<file path="config.mk">
export PLATFORM = sky130hd
export DESIGN_NAME = icache_refill_ctrl_flat
export DESIGN_NICKNAME = d
export VERILOG_FILES = /design/src/rtl/icache_refill_ctrl_pkg.sv /design/src/rtl/icache_refill_ctrl_if.sv /design/src/rtl/icache_refill_ctrl.sv /design/src/flat_wrapper.sv
export SDC_FILE = /design/constraint.sdc
export NUM_CORES = 1
export LEC_CHECK = 0
export BUFFER_PORTS_ARGS = -buffer_cell sky130_fd_sc_hd__buf_2
export CAP_MARGIN = 30
export CORE_AREA = 3 3 178 180
export CTS_CLUSTER_DIAMETER = 60
export DETAILED_ROUTE_END_ITERATION = 10
export DIE_AREA = 0 0 181 183
export PLACE_DENSITY = 0.76
export SYNTH_ARGS = -nofsm -noshare
export SYNTH_HDL_FRONTEND = slang
export SYNTH_SLANG_ARGS = --single-unit
</file>
<file path="constraint.sdc">
create_clock -name Clk -period 2.8 [get_ports Clk]
set_input_delay 0.56 -clock Clk [delete_from_list [all_inputs] [get_ports Clk]]
set_output_delay 0.56 -clock Clk [all_outputs]
set_load 0.03 [all_outputs]
</file>
<file path="src/rtl/icache_refill_ctrl_pkg.sv">
// Shared ICache definitions: refill state encoding, line geometry, AXI burst constants
// and one-hot helpers used by the refill sequencer.
package icache_refill_ctrl_pkg;

  localparam int OFFSET    = 5;
  localparam int INDEX     = 7;
  localparam int TAG       = 20;
  localparam int BEATS     = 8;
  localparam int INDEXWIDE = INDEX;
  localparam int TAGWIDE   = TAG;

  localparam logic [7:0] AXI_LEN  = 8'd7;
  localparam logic [2:0] AXI_SIZE = 3'b010;
  localparam logic [1:0] AXI_INCR = 2'b01;

  typedef enum logic [2:0] {
    ST_IDLE  = 3'd0,
    ST_REQ   = 3'd1,
    ST_DATA  = 3'd2,
    ST_TAG   = 3'd3,
    ST_DONE  = 3'd4,
    ST_DRAIN = 3'd5
  } refill_state_t;

  function automatic logic [1:0] way_onehot(input logic way);
    if (way) begin
      way_onehot = 2'b10;
    end else begin
      way_onehot = 2'b01;
    end
  endfunction

  function automatic logic [BEATS-1:0] bank_onehot(input logic [2:0] k);
    bank_onehot = 8'b0000_0001 << k;
  endfunction

endpackage

</file>
<file path="src/rtl/icache_refill_ctrl_if.sv">
// Bundle of miss-request, AXI read-channel and SRAM-write signals around the refill
// sequencer; master is the sequencer side, slave the environment side.
interface icache_refill_ctrl_if;
  import icache_refill_ctrl_pkg::*;

  logic                   MissReq;
  logic [31:0]            MissAddr;
  logic                   MissWay;
  logic                   CacheStateFluah;

  logic                   ReadMAble;
  logic                   ReadMBrustAble;
  logic [31:0]            ReadMAddr;
  logic [7:0]             ReadMlen;
  logic [2:0]             ReadMsize;
  logic [1:0]             ReadMBurstTy;
  logic                   MemoryBrustAble;
  logic                   MemoryAble;
  logic [31:0]            MemoryDate;

  logic [1:0]             DataWe;
  logic [BEATS-1:0]       DataBankWe;
  logic [INDEXWIDE-1:0]   DataWAddr;
  logic [31:0]            DataWDate;
  logic [1:0]             TagWe;
  logic [INDEXWIDE-1:0]   TagWAddr;
  logic [TAGWIDE:0]       TagWDate;

  logic                   RefillBusy;
  logic                   RefillDone;
  logic [32*BEATS-1:0]    RefillLine;

  modport master (
    input  MissReq, MissAddr, MissWay, CacheStateFluah,
    input  MemoryBrustAble, MemoryAble, MemoryDate,
    output ReadMAble, ReadMBrustAble, ReadMAddr, ReadMlen, ReadMsize, ReadMBurstTy,
    output DataWe, DataBankWe, DataWAddr, DataWDate,
    output TagWe, TagWAddr, TagWDate,
    output RefillBusy, RefillDone, RefillLine
  );

  modport slave (
    output MissReq, MissAddr, MissWay, CacheStateFluah,
    output MemoryBrustAble, MemoryAble, MemoryDate,
    input  ReadMAble, ReadMBrustAble, ReadMAddr, ReadMlen, ReadMsize, ReadMBurstTy,
    input  DataWe, DataBankWe, DataWAddr, DataWDate,
    input  TagWe, TagWAddr, TagWDate,
    input  RefillBusy, RefillDone, RefillLine
  );

endinterface

</file>
<file path="src/rtl/icache_refill_ctrl.sv">
// ICache miss-refill sequencer: one 8-beat INCR burst per miss, per-beat data SRAM
// writes into the victim way, then tag write and a one-cycle line handoff.
module icache_refill_ctrl
  import icache_refill_ctrl_pkg::*;
(
  input  logic                Clk,
  input  logic                Rest,
  icache_refill_ctrl_if.master bus
);

  refill_state_t            state_r;
  refill_state_t            state_s;

  logic [31:OFFSET]         miss_line_r;
  logic                     way_r;
  logic [2:0]               beat_cnt_r;
  logic [BEATS-1:0][31:0]   line_r;

  logic                     start_s;
  logic                     beat_take_s;
  logic                     beat_last_s;
  logic                     beat_write_s;
  logic                     done_s;
  logic [31:OFFSET]         line_addr_s;

  logic                     read_able_r;
  logic [31:0]              read_addr_r;
  logic                     busy_r;
  logic [1:0]               data_we_r;
  logic [BEATS-1:0]         data_bank_we_r;
  logic [INDEXWIDE-1:0]     data_waddr_r;
  logic [31:0]              data_wdata_r;
  logic [1:0]               tag_we_r;
  logic [INDEXWIDE-1:0]     tag_waddr_r;
  logic [TAGWIDE:0]         tag_wdata_r;

  assign start_s      = (state_r == ST_IDLE) && bus.MissReq;
  assign beat_take_s  = ((state_r == ST_DATA) || (state_r == ST_DRAIN)) && bus.MemoryAble;
  assign beat_last_s  = beat_take_s && (beat_cnt_r == 3'd7);
  // A beat coinciding with a flush is consumed (counted) but never written.
  assign beat_write_s = (state_r == ST_DATA) && bus.MemoryAble && !bus.CacheStateFluah;
  assign done_s       = (state_r == ST_DONE) && !bus.CacheStateFluah;
  assign line_addr_s  = start_s ? bus.MissAddr[31:OFFSET] : miss_line_r;

  // State register
  always_ff @(posedge Clk) begin
    if (Rest) begin
      state_r <= ST_IDLE;
    end else begin
      state_r <= state_s;
    end
  end

  // Next-state decode
  always_comb begin
    state_s = state_r;
    case (state_r)
      ST_IDLE: begin
        if (bus.MissReq) begin
          state_s = ST_REQ;
        end else begin
          state_s = ST_IDLE;
        end
      end
      ST_REQ: begin
        // Once the bridge accepts, all eight beats will arrive and must be drained.
        if (bus.MemoryBrustAble) begin
          if (bus.CacheStateFluah) begin
            state_s = ST_DRAIN;
          end else begin
            state_s = ST_DATA;
          end
        end else if (bus.CacheStateFluah) begin
          state_s = ST_IDLE;
        end else begin
          state_s = ST_REQ;
        end
      end
      ST_DATA: begin
        if (bus.CacheStateFluah) begin
          if (beat_last_s) begin
            state_s = ST_IDLE;
          end else begin
            state_s = ST_DRAIN;
          end
        end else if (beat_last_s) begin
          state_s = ST_TAG;
        end else begin
          state_s = ST_DATA;
        end
      end
      ST_DRAIN: begin
        if (beat_last_s) begin
          state_s = ST_IDLE;
        end else begin
          state_s = ST_DRAIN;
        end
      end
      ST_TAG:  state_s = ST_DONE;
      ST_DONE: state_s = ST_IDLE;
      default: state_s = ST_IDLE;
    endcase
  end

  // Miss context, beat counter and line buffer
  always_ff @(posedge Clk) begin
    if (Rest) begin
      miss_line_r <= '0;
      way_r       <= 1'b0;
      beat_cnt_r  <= 3'd0;
      line_r      <= '0;
    end else if (start_s) begin
      miss_line_r <= bus.MissAddr[31:OFFSET];
      way_r       <= bus.MissWay;
      beat_cnt_r  <= 3'd0;
      line_r      <= '0;
    end else begin
      if (beat_take_s) begin
        beat_cnt_r <= beat_cnt_r + 3'd1;
      end else begin
        beat_cnt_r <= beat_cnt_r;
      end
      if (beat_write_s) begin
        line_r[beat_cnt_r] <= bus.MemoryDate;
      end else begin
        line_r <= line_r;
      end
    end
  end

  // Read-address channel and busy flag, registered from the next state
  always_ff @(posedge Clk) begin
    if (Rest) begin
      read_able_r <= 1'b0;
      read_addr_r <= 32'h0000_0000;
      busy_r      <= 1'b0;
    end else begin
      read_able_r <= (state_s == ST_REQ);
      busy_r      <= (state_s != ST_IDLE);
      if (state_s == ST_REQ) begin
        read_addr_r <= {line_addr_s, {OFFSET{1'b0}}};
      end else begin
        read_addr_r <= 32'h0000_0000;
      end
    end
  end

  // Per-beat data SRAM write, one cycle after the beat is sampled
  always_ff @(posedge Clk) begin
    if (Rest) begin
      data_we_r      <= 2'b00;
      data_bank_we_r <= '0;
      data_waddr_r   <= '0;
      data_wdata_r   <= 32'h0000_0000;
    end else if (beat_write_s) begin
      data_we_r      <= way_onehot(way_r);
      data_bank_we_r <= bank_onehot(beat_cnt_r);
      data_waddr_r   <= miss_line_r[OFFSET+INDEX-1:OFFSET];
      data_wdata_r   <= bus.MemoryDate;
    end else begin
      data_we_r      <= 2'b00;
      data_bank_we_r <= '0;
      data_waddr_r   <= '0;
      data_wdata_r   <= 32'h0000_0000;
    end
  end

  // Tag write, asserted for exactly the TAG cycle
  always_ff @(posedge Clk) begin
    if (Rest) begin
      tag_we_r    <= 2'b00;
      tag_waddr_r <= '0;
      tag_wdata_r <= '0;
    end else if (state_s == ST_TAG) begin
      tag_we_r    <= way_onehot(way_r);
      tag_waddr_r <= miss_line_r[OFFSET+INDEX-1:OFFSET];
      tag_wdata_r <= {1'b1, miss_line_r[31:OFFSET+INDEX]};
    end else begin
      tag_we_r    <= 2'b00;
      tag_waddr_r <= '0;
      tag_wdata_r <= '0;
    end
  end

  assign bus.ReadMAble      = read_able_r;
  assign bus.ReadMBrustAble = read_able_r;
  assign bus.ReadMAddr      = read_addr_r;
  assign bus.ReadMlen       = AXI_LEN;
  assign bus.ReadMsize      = AXI_SIZE;
  assign bus.ReadMBurstTy   = AXI_INCR;
  assign bus.DataWe         = data_we_r;
  assign bus.DataBankWe     = data_bank_we_r;
  assign bus.DataWAddr      = data_waddr_r;
  assign bus.DataWDate      = data_wdata_r;
  assign bus.TagWe          = tag_we_r;
  assign bus.TagWAddr       = tag_waddr_r;
  assign bus.TagWDate       = tag_wdata_r;
  assign bus.RefillBusy     = busy_r;
  // Done must react to a flush in the same cycle, so it is decoded from state.
  assign bus.RefillDone     = done_s;
  assign bus.RefillLine     = done_s ? line_r : '0;

endmodule

</file>
<file path="src/flat_wrapper.sv">
// flat-port wrapper written by rule: the top's interface ports become plain ports
module icache_refill_ctrl_flat import icache_refill_ctrl_pkg::*;
  (Clk, Rest, bus_MissReq, bus_MissAddr, bus_MissWay, bus_CacheStateFluah, bus_MemoryBrustAble, bus_MemoryAble, bus_MemoryDate, bus_ReadMAble, bus_ReadMBrustAble, bus_ReadMAddr, bus_ReadMlen, bus_ReadMsize, bus_ReadMBurstTy, bus_DataWe, bus_DataBankWe, bus_DataWAddr, bus_DataWDate, bus_TagWe, bus_TagWAddr, bus_TagWDate, bus_RefillBusy, bus_RefillDone, bus_RefillLine);
  icache_refill_ctrl_if bus_i ();
  input  logic Clk;
  input  logic Rest;
  input wire logic [$bits(bus_i.MissReq)-1:0] bus_MissReq;
  input wire logic [$bits(bus_i.MissAddr)-1:0] bus_MissAddr;
  input wire logic [$bits(bus_i.MissWay)-1:0] bus_MissWay;
  input wire logic [$bits(bus_i.CacheStateFluah)-1:0] bus_CacheStateFluah;
  input wire logic [$bits(bus_i.MemoryBrustAble)-1:0] bus_MemoryBrustAble;
  input wire logic [$bits(bus_i.MemoryAble)-1:0] bus_MemoryAble;
  input wire logic [$bits(bus_i.MemoryDate)-1:0] bus_MemoryDate;
  output wire logic [$bits(bus_i.ReadMAble)-1:0] bus_ReadMAble;
  output wire logic [$bits(bus_i.ReadMBrustAble)-1:0] bus_ReadMBrustAble;
  output wire logic [$bits(bus_i.ReadMAddr)-1:0] bus_ReadMAddr;
  output wire logic [$bits(bus_i.ReadMlen)-1:0] bus_ReadMlen;
  output wire logic [$bits(bus_i.ReadMsize)-1:0] bus_ReadMsize;
  output wire logic [$bits(bus_i.ReadMBurstTy)-1:0] bus_ReadMBurstTy;
  output wire logic [$bits(bus_i.DataWe)-1:0] bus_DataWe;
  output wire logic [$bits(bus_i.DataBankWe)-1:0] bus_DataBankWe;
  output wire logic [$bits(bus_i.DataWAddr)-1:0] bus_DataWAddr;
  output wire logic [$bits(bus_i.DataWDate)-1:0] bus_DataWDate;
  output wire logic [$bits(bus_i.TagWe)-1:0] bus_TagWe;
  output wire logic [$bits(bus_i.TagWAddr)-1:0] bus_TagWAddr;
  output wire logic [$bits(bus_i.TagWDate)-1:0] bus_TagWDate;
  output wire logic [$bits(bus_i.RefillBusy)-1:0] bus_RefillBusy;
  output wire logic [$bits(bus_i.RefillDone)-1:0] bus_RefillDone;
  output wire logic [$bits(bus_i.RefillLine)-1:0] bus_RefillLine;
  assign bus_i.MissReq = bus_MissReq;
  assign bus_i.MissAddr = bus_MissAddr;
  assign bus_i.MissWay = bus_MissWay;
  assign bus_i.CacheStateFluah = bus_CacheStateFluah;
  assign bus_i.MemoryBrustAble = bus_MemoryBrustAble;
  assign bus_i.MemoryAble = bus_MemoryAble;
  assign bus_i.MemoryDate = bus_MemoryDate;
  assign bus_ReadMAble = bus_i.ReadMAble;
  assign bus_ReadMBrustAble = bus_i.ReadMBrustAble;
  assign bus_ReadMAddr = bus_i.ReadMAddr;
  assign bus_ReadMlen = bus_i.ReadMlen;
  assign bus_ReadMsize = bus_i.ReadMsize;
  assign bus_ReadMBurstTy = bus_i.ReadMBurstTy;
  assign bus_DataWe = bus_i.DataWe;
  assign bus_DataBankWe = bus_i.DataBankWe;
  assign bus_DataWAddr = bus_i.DataWAddr;
  assign bus_DataWDate = bus_i.DataWDate;
  assign bus_TagWe = bus_i.TagWe;
  assign bus_TagWAddr = bus_i.TagWAddr;
  assign bus_TagWDate = bus_i.TagWDate;
  assign bus_RefillBusy = bus_i.RefillBusy;
  assign bus_RefillDone = bus_i.RefillDone;
  assign bus_RefillLine = bus_i.RefillLine;
  icache_refill_ctrl u_core (.Clk(Clk), .Rest(Rest), .bus(bus_i));
endmodule
</file>
### After elaboration in Yosys (flattened, before gate mapping)

Cells that the tools add are included.

* flip-flop bits (word level): 403
* output and inout port bits: 384
* word-level logic and storage cells: 69
* input port bits: 71

* reductions and logical operators: 15
* shifts and indexed selects: 1
* muxes and demuxes: 15
* $lt $le $gt $ge: 2
* eq/ne operators: 8
* bitwise gates (word level): 3
* add/subtract/negate cells: 1

Operators with widths (count)
* 256-bit bitwise mux: 1
* 256-bit two-way mux: 1
* 32-bit demux with 3-bit select: 1
* 32-bit two-way mux: 1
* 27-bit two-way mux: 1
* 21-bit two-way mux: 1
* 3-bit one-hot mux with 5 select lines: 1
* 3-bit two-way mux: 4
* 3-bit by 2-bit equality test with 1-bit output (second input constant): 3
* 3-bit equality test (second input constant): 3
* 2-bit OR reduction: 4
* 1-bit by 3-bit left shift with 8-bit output (first input constant): 1
* 1-bit logical AND: 7
* 3-bit by 1-bit equality test with 1-bit output (second input constant): 2
* 3-bit by 4-bit less-than comparator with 1-bit output (second input constant): 1
* 3-bit by 1-bit adder with 3-bit output (second input constant): 1
* 3-bit by 1-bit >= comparator with 1-bit output (second input constant): 1
* 3-bit logical NOT: 1
* 1-bit two-way mux: 3
* 1-bit NOT: 3
* 3-bit nonzero test: 1
* 2-bit two-way mux: 1
* 1-bit logical NOT: 1
* 1-bit logical OR: 1

### Longest topological paths before layout

* depth after elaboration: 10
* mapped depth: 12
* depth with buffers taken out: 9

### Worst setup path after synthesis

No wires, ideal clock.

* path kind: in2out
* start point: input bus_CacheStateFluah
* end point: output bus_RefillLine[100]
* data required time: 2.240 ns
* arrival: 1.880 ns
* buffers on the path: 2
* path slack: 0.360 ns
* stages: 4
* cell sequence: nor4_1 > clkbuf_1 > clkbuf_1 > and2_1

* word-level cells in the longest chain between the ends: 3

RTL lines
* from (decl): line flat_wrapper.sv:10 `input wire logic [$bits(bus_i.CacheStateFluah)-1:0] bus_CacheStateFluah;`
* 1-bit logical NOT: line icache_refill_ctrl.sv:42 `assign done_s = (state_r == ST_DONE) && !bus.CacheStateFluah;`
* 1-bit logical AND: line icache_refill_ctrl.sv:42
* 256-bit two-way mux: line icache_refill_ctrl.sv:201 `assign bus.RefillLine = done_s ? line_r : '0;`
* to (decl): line flat_wrapper.sv:29 `output wire logic [$bits(bus_i.RefillLine)-1:0] bus_RefillLine;`

Every way passes these cells.

### Final worst setup path

* start point: register u_core.state_r[2]
* end point: output bus_RefillLine[145]

* word-level cells in the longest chain between the ends: 3

RTL lines
* from (decl): line icache_refill_ctrl.sv:11 `refill_state_t state_r;`
* from (signal assigned): line icache_refill_ctrl.sv:50 `state_r <= state_s;`
* 3-bit equality test: line icache_refill_ctrl.sv:42
* 1-bit logical AND: line icache_refill_ctrl.sv:42
* 256-bit two-way mux: line icache_refill_ctrl.sv:201

Every way passes these cells.

==> impl_metrics.py <==
metrics = {
    "worst_setup_path": {
        "r2r-start": "u_core.state_r[0]",
        "critPathMaxFanout": 48,
        "crit_required_ns": 2.24,
        "startpoint_type": "flop",
        "critical_path_class": "flop to output pin",
        "worstPathArrival_ns": 2.20,
        "r2r_cells": 10,
        "regToRegEndpoint": "u_core.bus.TagWAddr[0]",
        "regToRegSetupSlack_ns": 0.24,
        "crit_path_end_kind": "output pin",
    },
    "route": {
        "wirelength_mm": 43.0,
        "wl_per_cell_um": 17.9,
        "ant_nets": 0,
        "dr.pass1.iters": 5,
        "num_vias": 12500,
        "drtIter0Drc": 846,
        "via_per_inst": 5.21,
        "drc": 0,
    },
    "cells_and_area": {
        "layout-drive-gt1-share": 0.287,
        "fillers": 2544,
        "final_cell_mix": "dfxtp_1 (397), buf_2 (328), and2_1 (312), nand3_1 (257), o21ai_0 (224)",
        "num_antenna_cells": 0,
        "stdcell_area_um2": 18900,
        "layout.cells.most_common": "dfxtp_1",
        "syn_to_final_growth_pct": 31.6,
        "layout.cells.non_filler": 2408,
        "layout.nets": 2059,
    },
    "global_routing": {
        "grtUsageTotal": 0.241,
        "antenna_found_initial": 1,
        "grt_pass1_vias": 12000,
        "grt_first_pass_wirelength_mm": 64.6,
        "grt_max_degree": 70,
        "gr-total-overflow": 0,
    },
    "place": {
        "post-place-cells": 2322,
        "pre_cts_slack_ns": 0.0819,
        "numPortBuffers": 431,
        "gp_congestion": 0.842,
        "hpwl_mm": 29.3,
        "place_area_um2": 16900,
    },
    "sta": {
        "slew_headroom": 0.537,
        "final-setup-viol-count": 0,
        "slew_violations": 0,
        "fin_ws_ns": 0.0402,
        "hold_violations": 0,
        "post-route-period-util": 0.986,
        "grt_setup_unrepaired": "yes",
        "skew_ns": 0.0147,
        "fmax_mhz": 362,
        "min_period_ns": 2.76,
        "setup_tns_ns": 0,
        "tightestPinTransition_ns": 0.694,
    },
    "clock_tree": {
        "cts_tree": "yes",
        "numCtsBuffers": 43,
        "clk_pin_slew_ns": 0.06,
        "cts.path.max_buffers": 3,
        "cts_sinks": 398,
        "ctsHoldBuffers": 0,
        "root_buffer": "clkbuf_16",
        "clk_latency_ns": 0.52,
        "htree_levels": 2,
    },
    "min_path": {
        "hold_start": "bus_MemoryDate[1]",
        "holdCritPathClass": "input pin to flop",
        "holdPathStages": 2,
        "holdPathEnd": "u_core.bus.DataWDate[1]",
    },
    "synth": {
        "avgSynthCellArea_um2": 9.09,
        "synth_edf_count": 0,
        "synth_area_um2": 14400,
        "synthFlopType": "dfxtp_1",
        "async_flop_share": 0,
        "ys_warn_count": 0,
        "synthDistinctLibCells": 38,
        "ys_seq_area_frac": 0.553,
        "synth_cells": 1585,
        "synth_seq_cells": 398,
    },
    "floorplan": {
        "die_w_um": 181,
        "die_h_um": 183,
        "fp.coreArea_um2": 30300,
        "io-pin-count": 455,
        "initial_core_util": 0.475,
        "die_area_um2": 33100,
        "row_count": 64,
    },
    "run_status": {
        "status": "complete, no violations",
    },
    "power_and_ir_drop": {
        "vdd_drop_max_v": 0.000653,
        "power_density_nw_per_um2": 642,
        "power_mw": 12.2,
        "p_leak_nw": 8.59,
    },
    "run": {
        "drv_cap": 0,
    },
}
-- per-layer routing --
layer	GRT usage	part of all wire
met1	0.273	0.38
met2	0.433	0.50
met5	0	0.00030
met4	0.0893	0.036
met3	0.0706	0.089
-- metrics by stage --
| stage | utilization | hold slack [ns] |
|---|---|---|
| global placement | 0.558 | 0.436 |
| global route | 0.624 | 0.235 |
| finish | 0.624 | 0.258 |
| floorplan | - | 0.429 |
| detailed placement | 0.558 | 0.440 |
| CTS | 0.616 | 0.231 |
-- layout make-up --
class | count | area (um2) | share of cell area
tap | 396 | 495 | 0.0261
clock inverter | 13 | 165 | 0.00872
sequential | 398 | 7970 | 0.421
clock buffer | 64 | 1320 | 0.0695
inverter | 8 | 30.0 | 0.00158
timing repair buffer | 485 | 3080 | 0.163
multi-input combinational | 1044 | 5890 | 0.311
-- critical path, cell delays in order (launching register included) --
cell and delay, ns:
dfxtp_4 0.39, inv_2 0.06, nor4_4 0.38, buf_6 0.23
buf_16 0.21, and2_1 0.20, clkbuf_4 0.20
-- state kept, by name, indices dropped and copies added (netlist names), 2 cells and up --
register	cells
u_core.line_r	256
u_core.bus.DataWDate	32
u_core.bus.ReadMAddr	27
u_core.miss_line_r	27
u_core.bus.TagWDate	21
u_core.bus.DataBankWe	8
u_core.bus.DataWAddr	7
u_core.bus.TagWAddr	7
u_core.beat_cnt_r	3
u_core.state_r	3
u_core.bus.DataWe	2
u_core.bus.TagWe	2
-- worst max path at each step --
stage	from	end	slack, ns
6_report	u_core.state_r[2]	bus_RefillLine[145]	0.04
3_3_place_gp	bus_CacheStateFluah	bus_RefillLine[145]	0.1
2_1_floorplan	bus_CacheStateFluah	bus_RefillLine[100]	0.36
5_1_grt	u_core.state_r[2]	bus_RefillLine[148]	-0.04
4_1_cts	u_core.state_r[2]	bus_RefillLine[145]	0.0003
3_5_place_dp	bus_CacheStateFluah	bus_RefillLine[145]	0.08
-- where the power goes --
group / total, mW / switching (mW) / internal, mW
Combinational: 0.660 / 0.473 / 0.187
Clock: 5.75 / 2.21 / 3.54
Sequential: 5.76 / 0.0350 / 5.73
Total: 12.2 / 2.72 / 9.45
-- what timing repair did --
item | CTS | global route
endpoints found under the hold margin | 0 | 0
setup endpoints to repair | 243 | 237
gates cloned | 1 | 2
pin swaps | 1 | 0
buffers inserted | 5 | 1
resized for setup | 71 | 103
-- synth_stat cells, types with 7 or more instances --
cell | n | area [um2]
nand2_1 | 37 | 139
nand4_1 | 8 | 50.1
dfxtp_1 | 398 | 7970
nor2_1 | 62 | 233
buf_2 | 7 | 35.0
o21ai_1 | 34 | 170
and2_1 | 324 | 2030
buf_1 | 8 | 30.0
buf_4 | 20 | 150
inv_1 | 7 | 26.3
clkbuf_1 | 115 | 432
mux2i_1 | 30 | 300
nand3_1 | 257 | 1290
ha_1 | 8 | 100
o21ai_0 | 224 | 1120
-- kinds of logic (layout without fill, tap and decap cells) --
kind of cell,count (synthesis),after routing,share of synthesized area
buffers and inverters,159,570,0.0473
DFF,398,398,0.553
xor gates and xnor gates,1,1,0.000608
and+or+nand+nor,721,721,0.277
AOI/OAI and AO/OA,266,266,0.0936
adders and majority gates,8,8,0.00695
muxes,30,30,0.0208
other,2,18,0.000521
No activity file was read; power rests on OpenSTA's default activity.
